[src/rtl/display_pkg.sv]
// Shared constants and helpers for the multiplexed 7-segment display driver.
// Stored segment patterns are always active-high {dp,g,f,e,d,c,b,a}.
// Pin polarity is applied only at the output registers.
package display_pkg;

    // Brightness code meaning "always on" (no PWM gating).
    localparam logic [3:0] BRIGHT_FULL = 4'hF;

    // Widest anode bus the driver supports.
    localparam int unsigned MAX_DIGITS = 16;

    // Number of bits needed to index 'value' entries (minimum 1).
    function automatic int unsigned clog2(input int unsigned value);
        int unsigned result;
        int unsigned remaining;
        result    = 0;
        remaining = (value > 1) ? value - 1 : 1;
        while (remaining > 0) begin
            result    = result + 1;
            remaining = remaining >> 1;
        end
        return result;
    endfunction

    // Segment bus value with every segment unlit.
    function automatic logic [7:0] seg_all_off(input logic active_low);
        return active_low ? 8'hFF : 8'h00;
    endfunction

    // Anode bus value with every digit deselected (caller slices to its width).
    function automatic logic [MAX_DIGITS-1:0] an_all_off(input logic active_low);
        return {MAX_DIGITS{active_low}};
    endfunction

    // Convert an active-high stored pattern into pin levels.
    function automatic logic [7:0] seg_drive(input logic [7:0] pattern, input logic active_low);
        return active_low ? ~pattern : pattern;
    endfunction

endpackage

[src/rtl/display_nmux_pwm_if.sv]
// Write port into the digit pattern buffer.
// The writer (keypad/control logic) is the master; the display driver is the slave.
interface display_nmux_pwm_if #(
    parameter int unsigned AW = 2
);
    logic          load;        // one cycle high = one write
    logic [AW-1:0] bufdestino;  // digit index being written
    logic [7:0]    datai;       // active-high pattern {dp,g..a}

    modport master (
        output load,
        output bufdestino,
        output datai
    );

    modport slave (
        input load,
        input bufdestino,
        input datai
    );
endinterface

[src/rtl/scan_timer.sv]
// Scan timebase for the multiplexed display: prescaler, digit index, blink counter.
// The digit index advances when the prescaler reaches its maximum and wraps at
// NUM_DIGITS-1, so non-power-of-two digit counts never visit unused indices.
// 'wrap' is high for the first cycle in which the index is back at digit 0.
module scan_timer
    import display_pkg::*;
#(
    parameter int unsigned NUM_DIGITS    = 4,
    parameter int unsigned SCAN_DIV_LOG2 = 14,
    parameter int unsigned BLINK_LOG2    = 9,
    localparam int unsigned AW           = clog2(NUM_DIGITS)
) (
    input  logic          clk,
    input  logic          reset,
    output logic [3:0]    pwm_phase,    // top four prescaler bits, drives brightness PWM
    output logic [AW-1:0] idx,          // digit currently in its slot
    output logic          blink_phase,  // 1 = blinking digits hidden
    output logic          wrap          // first cycle of a new frame
);

    localparam int unsigned   LAST_DIGIT = NUM_DIGITS - 1;
    localparam logic [AW-1:0] IDX_LAST   = LAST_DIGIT[AW-1:0];

    logic [SCAN_DIV_LOG2-1:0] pre_cnt_q, pre_cnt_d;
    logic [AW-1:0]            idx_q, idx_d;
    logic [BLINK_LOG2-1:0]    blink_cnt_q, blink_cnt_d;
    logic                     wrap_q;
    logic                     slot_end;
    logic                     frame_end;

    assign slot_end  = &pre_cnt_q;
    assign frame_end = slot_end && (idx_q == IDX_LAST);

    // Next-state: free-running prescaler, slot advance, frame count for blinking.
    always_comb begin
        pre_cnt_d   = pre_cnt_q + 1'b1;
        idx_d       = idx_q;
        blink_cnt_d = blink_cnt_q;
        if (slot_end) begin
            idx_d = frame_end ? '0 : idx_q + 1'b1;
        end
        if (frame_end) begin
            blink_cnt_d = blink_cnt_q + 1'b1;
        end
    end

    // Timebase state, synchronous reset restarts the scan at digit 0.
    always_ff @(posedge clk) begin
        if (reset) begin
            pre_cnt_q   <= '0;
            idx_q       <= '0;
            blink_cnt_q <= '0;
            wrap_q      <= 1'b0;
        end else begin
            pre_cnt_q   <= pre_cnt_d;
            idx_q       <= idx_d;
            blink_cnt_q <= blink_cnt_d;
            wrap_q      <= frame_end;
        end
    end

    assign pwm_phase   = pre_cnt_q[SCAN_DIV_LOG2-1 -: 4];
    assign idx         = idx_q;
    assign blink_phase = blink_cnt_q[BLINK_LOG2-1];
    assign wrap        = wrap_q;

endmodule

[src/rtl/display_nmux_pwm.sv]
// Time-multiplexed common-anode 7-segment driver with per-digit blink and
// 16-level brightness PWM. Holds one active-high pattern per digit, written
// through the slave side of display_nmux_pwm_if. All pin outputs are registered:
// the value after edge k+1 is derived from the state after edge k.
module display_nmux_pwm
    import display_pkg::*;
#(
    parameter int unsigned NUM_DIGITS     = 4,
    parameter int unsigned SCAN_DIV_LOG2  = 14,
    parameter int unsigned BLINK_LOG2     = 9,
    parameter bit          AN_ACTIVE_LOW  = 1'b1,
    parameter bit          SEG_ACTIVE_LOW = 1'b1,
    localparam int unsigned AW            = clog2(NUM_DIGITS)
) (
    input  logic                  reloj,
    input  logic                  reset,
    display_nmux_pwm_if.slave     wr,
    input  logic [3:0]            brightness,
    input  logic [NUM_DIGITS-1:0] blink_mask,
    output logic [7:0]            disp_7seg_a_g_dp,
    output logic [NUM_DIGITS-1:0] anodos,
    output logic                  frame_tick
);

    localparam logic [MAX_DIGITS-1:0] AN_OFF_ALL    = an_all_off(AN_ACTIVE_LOW);
    localparam logic [NUM_DIGITS-1:0] AN_OFF        = AN_OFF_ALL[NUM_DIGITS-1:0];
    localparam logic [7:0]            SEG_OFF       = seg_all_off(SEG_ACTIVE_LOW);
    localparam logic [AW:0]           DIGITS_LIMIT  = NUM_DIGITS[AW:0];

    // Timebase outputs
    logic [3:0]    pwm_phase;
    logic [AW-1:0] scan_idx;
    logic          blink_phase;
    logic          frame_start;

    // Pattern buffer and write qualification
    logic [7:0]    digit_buf_q [NUM_DIGITS];
    logic          wr_valid;

    // Gating and output registers
    logic                  pwm_on;
    logic                  blanked;
    logic                  digit_lit;
    logic [NUM_DIGITS-1:0] anode_sel;
    logic [NUM_DIGITS-1:0] anodos_d, anodos_q;
    logic [7:0]            seg_d, seg_q;
    logic                  frame_tick_q;

    scan_timer #(
        .NUM_DIGITS    (NUM_DIGITS),
        .SCAN_DIV_LOG2 (SCAN_DIV_LOG2),
        .BLINK_LOG2    (BLINK_LOG2)
    ) u_scan_timer (
        .clk         (reloj),
        .reset       (reset),
        .pwm_phase   (pwm_phase),
        .idx         (scan_idx),
        .blink_phase (blink_phase),
        .wrap        (frame_start)
    );

    // Writes to indices beyond the last digit are dropped.
    assign wr_valid = wr.load && ({1'b0, wr.bufdestino} < DIGITS_LIMIT);

    // Pattern buffer: one write per load strobe, cleared by reset.
    always_ff @(posedge reloj) begin
        if (reset) begin
            for (int i = 0; i < NUM_DIGITS; i++) begin
                digit_buf_q[i] <= 8'h00;
            end
        end else if (wr_valid) begin
            digit_buf_q[wr.bufdestino] <= wr.datai;
        end
    end

    // Brightness PWM and blink gating for the digit in its slot.
    always_comb begin
        pwm_on    = (brightness == BRIGHT_FULL) || (pwm_phase < brightness);
        blanked   = blink_mask[scan_idx] & blink_phase;
        digit_lit = pwm_on & ~blanked;
    end

    // Next pin values; segments are blanked whenever the anode is off to avoid ghosting.
    always_comb begin
        anode_sel           = '0;
        anode_sel[scan_idx] = 1'b1;
        if (digit_lit) begin
            anodos_d = AN_ACTIVE_LOW ? ~anode_sel : anode_sel;
            seg_d    = seg_drive(digit_buf_q[scan_idx], SEG_ACTIVE_LOW);
        end else begin
            anodos_d = AN_OFF;
            seg_d    = SEG_OFF;
        end
    end

    // Output registers; reset forces everything dark on the same edge.
    always_ff @(posedge reloj) begin
        if (reset) begin
            anodos_q     <= AN_OFF;
            seg_q        <= SEG_OFF;
            frame_tick_q <= 1'b0;
        end else begin
            anodos_q     <= anodos_d;
            seg_q        <= seg_d;
            frame_tick_q <= frame_start;
        end
    end

    assign anodos           = anodos_q;
    assign disp_7seg_a_g_dp = seg_q;
    assign frame_tick       = frame_tick_q;

endmodule

[src/flat_wrapper.sv]
// flat-port wrapper written by rule: the top's interface ports become plain ports
module display_nmux_pwm_flat import display_pkg::*;
#(
    parameter int unsigned NUM_DIGITS     = 4,
    parameter int unsigned SCAN_DIV_LOG2  = 14,
    parameter int unsigned BLINK_LOG2     = 9,
    parameter bit          AN_ACTIVE_LOW  = 1'b1,
    parameter bit          SEG_ACTIVE_LOW = 1'b1,
    localparam int unsigned AW            = clog2(NUM_DIGITS)
)
  (reloj, reset, brightness, blink_mask, disp_7seg_a_g_dp, anodos, frame_tick, wr_load, wr_bufdestino, wr_datai);
  display_nmux_pwm_if #(.AW(2)) wr_i ();
  input  logic reloj;
  input  logic reset;
  input  logic [3:0] brightness;
  input  logic [NUM_DIGITS-1:0] blink_mask;
  output logic [7:0] disp_7seg_a_g_dp;
  output logic [NUM_DIGITS-1:0] anodos;
  output logic frame_tick;
  input wire logic [$bits(wr_i.load)-1:0] wr_load;
  input wire logic [$bits(wr_i.bufdestino)-1:0] wr_bufdestino;
  input wire logic [$bits(wr_i.datai)-1:0] wr_datai;
  assign wr_i.load = wr_load;
  assign wr_i.bufdestino = wr_bufdestino;
  assign wr_i.datai = wr_datai;
  display_nmux_pwm #(.NUM_DIGITS(NUM_DIGITS), .SCAN_DIV_LOG2(SCAN_DIV_LOG2), .BLINK_LOG2(BLINK_LOG2), .AN_ACTIVE_LOW(AN_ACTIVE_LOW), .SEG_ACTIVE_LOW(SEG_ACTIVE_LOW)) u_core (.reloj(reloj), .reset(reset), .wr(wr_i), .brightness(brightness), .blink_mask(blink_mask), .disp_7seg_a_g_dp(disp_7seg_a_g_dp), .anodos(anodos), .frame_tick(frame_tick));
endmodule
[config.mk]
export PLATFORM = sky130hd
export DESIGN_NAME = display_nmux_pwm_flat
export DESIGN_NICKNAME = d
export VERILOG_FILES = /design/src/rtl/display_pkg.sv /design/src/rtl/display_nmux_pwm_if.sv /design/src/rtl/scan_timer.sv /design/src/rtl/display_nmux_pwm.sv /design/src/flat_wrapper.sv
export SDC_FILE = /design/constraint.sdc
export NUM_CORES = 1
export LEC_CHECK = 0
export ABC_AREA = 1
export CORE_UTILIZATION = 60
export DETAILED_ROUTE_END_ITERATION = 8
export PLACE_DENSITY = 0.95
export SETUP_SLACK_MARGIN = 0.5
export SYNTH_ARGS = -nofsm -noshare
export SYNTH_HDL_FRONTEND = slang
export SYNTH_SLANG_ARGS = --single-unit
[constraint.sdc]
create_clock -name reloj -period 3.8 [get_ports reloj]
set_input_delay 0.38 -clock reloj [delete_from_list [all_inputs] [get_ports reloj]]
set_output_delay 0.38 -clock reloj [all_outputs]
set_load 0.1 [all_outputs]
==> results.yml <==
worst_hold_path:
  hold_depth: 2
  holdCritStartpoint: "u_core.u_scan_timer.wrap"
  hold_end: "u_core.frame_tick"
  hold_class: "flip-flop to flip-flop"
detailed_routing:
  wl_per_cell_um: 14.9
  viasPerCell: 5.61
  drtPass1Iterations: 5
  vias: 2739
  antenna_left: 0
  wl_mm: 7.29
  drc_errors: 0
  drtIter0Drc: 301
setup_path:
  r2r_end: "u_core.u_scan_timer.idx[1]"
  crit_arrival_ns: 2.34
  crit_path_max_fanout: 20
  worstSetupPathType: "primary input to flip-flop"
  reg2reg_depth: 8
  endpoint_kind: "flip-flop"
  r2r_setup_slack_ns: 2.11
  startpoint_type: "primary input"
  timing.rr.start: "u_core.u_scan_timer.pre_cnt_q[0]"
  crit_required_ns: 3.82
global_routing:
  antenna_found_initial: 0
  grt_pass1_vias: 2428
  grt_pass1_wl_mm: 11.4
  grt_max_degree: 21
  grt-ovfl-total: 0
  grt.total_usage: 0.276
synth:
  syn_area_um2: 3250
  yosysWarningCount: 0
  synth_seq_cells: 73
  synthTopCellsByArea: "edfxtp_1, dfxtp_1, nor2_1"
  synth_top_family_by_area: "simple AND/OR/NAND/NOR gates"
  synth_top_area_share: 0.296
  synthesis.nets: 407
  synth_top_area_cell: "edfxtp_1"
  synthAdderAreaFrac: 0.0347
  synthMuxAreaShare: 0
  yosysSeqAreaShare: 0.549
  syn_area_per_cell_um2: 8.61
  synthCells: 377
  synth_cell_type_count: 29
  synth_compound_area_frac: 0.0875
  synth_xor_area_frac: 0.0108
  synthSimpleGateAreaFrac: 0.247
floorplanning:
  start_util: 0.628
  coreArea_um2: 5170
  dieArea_um2: 5710
  io_pins: 34
  placementRows: 26
  die_height_um: 75.6
  die_x_um: 75.6
cts:
  clock_path_buffers: 2
  cts_inserted_buffers: 9
  post_cts_resized: 0
  clock_sinks: 73
  post_cts_buffers: 0
  worstSkewPairLatency_ns: 0.36
  clk_pin_slew_ns: 0.08
  cts_tree: "yes"
  cts_root_buffer: "clkbuf_8"
  cts_max_level: 3
  cts_hold_buf: 0
layout:
  nFillCells: 345
  seqCellArea_um2: 1780
  fin_nets: 443
  drive_above_1_share: 0.0646
  layout-area-overhead-vs-synth_pct: 18.5
  final_area_um2: 3850
  multiInputGateArea_um2: 1230
  antenna_cells: 0
sta:
  slew_headroom: 0.139
  fin_setup_tns_ns: 0
  hold_viol: 0
  finalClockSkew_ns: 0.0125
  tightest_slew_ns: 1.28
  rsz0062_at_grt: "false"
  slew_viol_final: 0
  timing.fmax_mhz: 432
  min_period_ns: 2.32
  post-route-period-util: 0.610
  setup_violations: 0
power:
  cellPowerDensity_nw_per_um2: 436
  power.leakage_nw: 1.49
  vdd_drop_max_mv: 0.237
status:
  status: "completed"
job:
  maxCapViolations: 0
placement:
  dpl.hpwl_mm: 5.07
  gp_congestion: 0.857
  port_buffers: 33
  dpl-instance-area_um2: 3630
[worst max path at each step]
stage | start | endpoint | slack, ns | cells after the start
final | reset | u_core.digit_buf_q[1][2] | 1.48 | 7
after global placement | reset | u_core.digit_buf_q[0][4] | 1.36 | 7
after CTS | reset | u_core.digit_buf_q[1][2] | 1.55 | 7
after floorplan | wr_bufdestino[1] | u_core.digit_buf_q[2][0] | 2.09 | 4
after global routing | reset | u_core.digit_buf_q[1][2] | 1.32 | 7
after detailed placement | reset | u_core.digit_buf_q[1][1] | 1.21 | 7
[worst max-delay path: stages]
cell	delay, ns
clkdlybuf4s50_1	0.39
buf_4	0.21
nor2_1	0.16
clkinv_1	0.35
nor2_1	0.27
nand2_1	0.22
nand2_1	0.35
[area by class of cell]
cell class / instances / area share
repair buffers: 35 / 0.0897
clock buffers: 11 / 0.0423
clock inverters: 5 / 0.0156
inverters: 47 / 0.0458
well taps: 70 / 0.0228
flip-flops and latches: 73 / 0.463
multi-input cells: 247 / 0.321
[routing by layer]
layer	GRT usage	share of wire	wire, um
met5	0	0	0
met4	0.0947	0.019	138
met3	0.0701	0.082	595
met2	0.453	0.49	3560
met1	0.358	0.41	3000
[Yosys cell counts]
cell,count
nor2_1,67
ha_1,9
clkbuf_4,1
o21ai_0,24
a21oi_2,1
nor3_1,16
nand3_1,34
nand2_4,1
nor2_4,3
buf_2,4
nand3b_1,2
nand2_2,1
dfxtp_1,41
o22ai_1,8
xor2_1,3
buf_6,1
inv_2,2
buf_1,1
nand2_1,53
clkbuf_1,3
nand3_4,1
o21a_1,1
a21oi_1,18
clkinv_1,2
nand4_1,3
edfxtp_1,32
xnor2_1,1
inv_1,43
o31ai_1,1
[flip-flops by register name (all words and copies together), names as in the netlist, named ones only]
name and cells:
u_core.digit_buf_q 32, u_core.u_scan_timer.wrap 1, u_core.u_scan_timer.pre_cnt_q 14, u_core.anodos 4, u_core.u_scan_timer.idx 2, u_core.u_scan_timer.blink_cnt_q 9
u_core.frame_tick 1, u_core.disp_7seg_a_g_dp 8
[placed cells by master (no fill, tap or decap), types with 8 or more instances in the layout]
| cell type | instances |
|---|---|
| clkbuf_8 | 10 |
| nand2_1 | 53 |
| clkdlybuf4s50_1 | 33 |
| dfxtp_1 | 41 |
| nor2_1 | 67 |
| a21oi_1 | 18 |
| edfxtp_1 | 32 |
| o22ai_1 | 8 |
| o21ai_0 | 24 |
| inv_1 | 43 |
| ha_1 | 9 |
| nor3_1 | 16 |
| nand3_1 | 34 |
[power breakdown]
group / switching (mW) / internal, mW
clock: 0.308 / 0.363
sequential: 0.0157 / 0.855
combinational: 0.0943 / 0.0422
total: 0.418 / 1.26
[through the flow]
stage / instances / total power [mW] / util / setup WS [ns] / hold slack (ns)
6_report: 488 / 1.68 / 0.744 / 1.48 / 0.425
3_3_place_gp: 472 / 1.02 / 0.701 / 1.36 / 0.404
5_1_grt: 488 / 1.73 / 0.744 / 1.32 / 0.448
2_1_floorplan: 377 / 0.968 / - / 2.09 / 0.388
4_1_cts: 488 / 1.67 / 0.744 / 1.55 / 0.421
3_5_place_dp: 472 / 1.02 / 0.701 / 1.21 / 0.410
[cell families after synthesis]
logic type,Yosys count
buffers and inverters,57
DFF,73
AOI/OAI and AO/OA,53
adders and majority gates,9
and+or+nand+nor,181
xor gates and xnor gates,4
No activity file was read; power rests on OpenSTA's default activity.
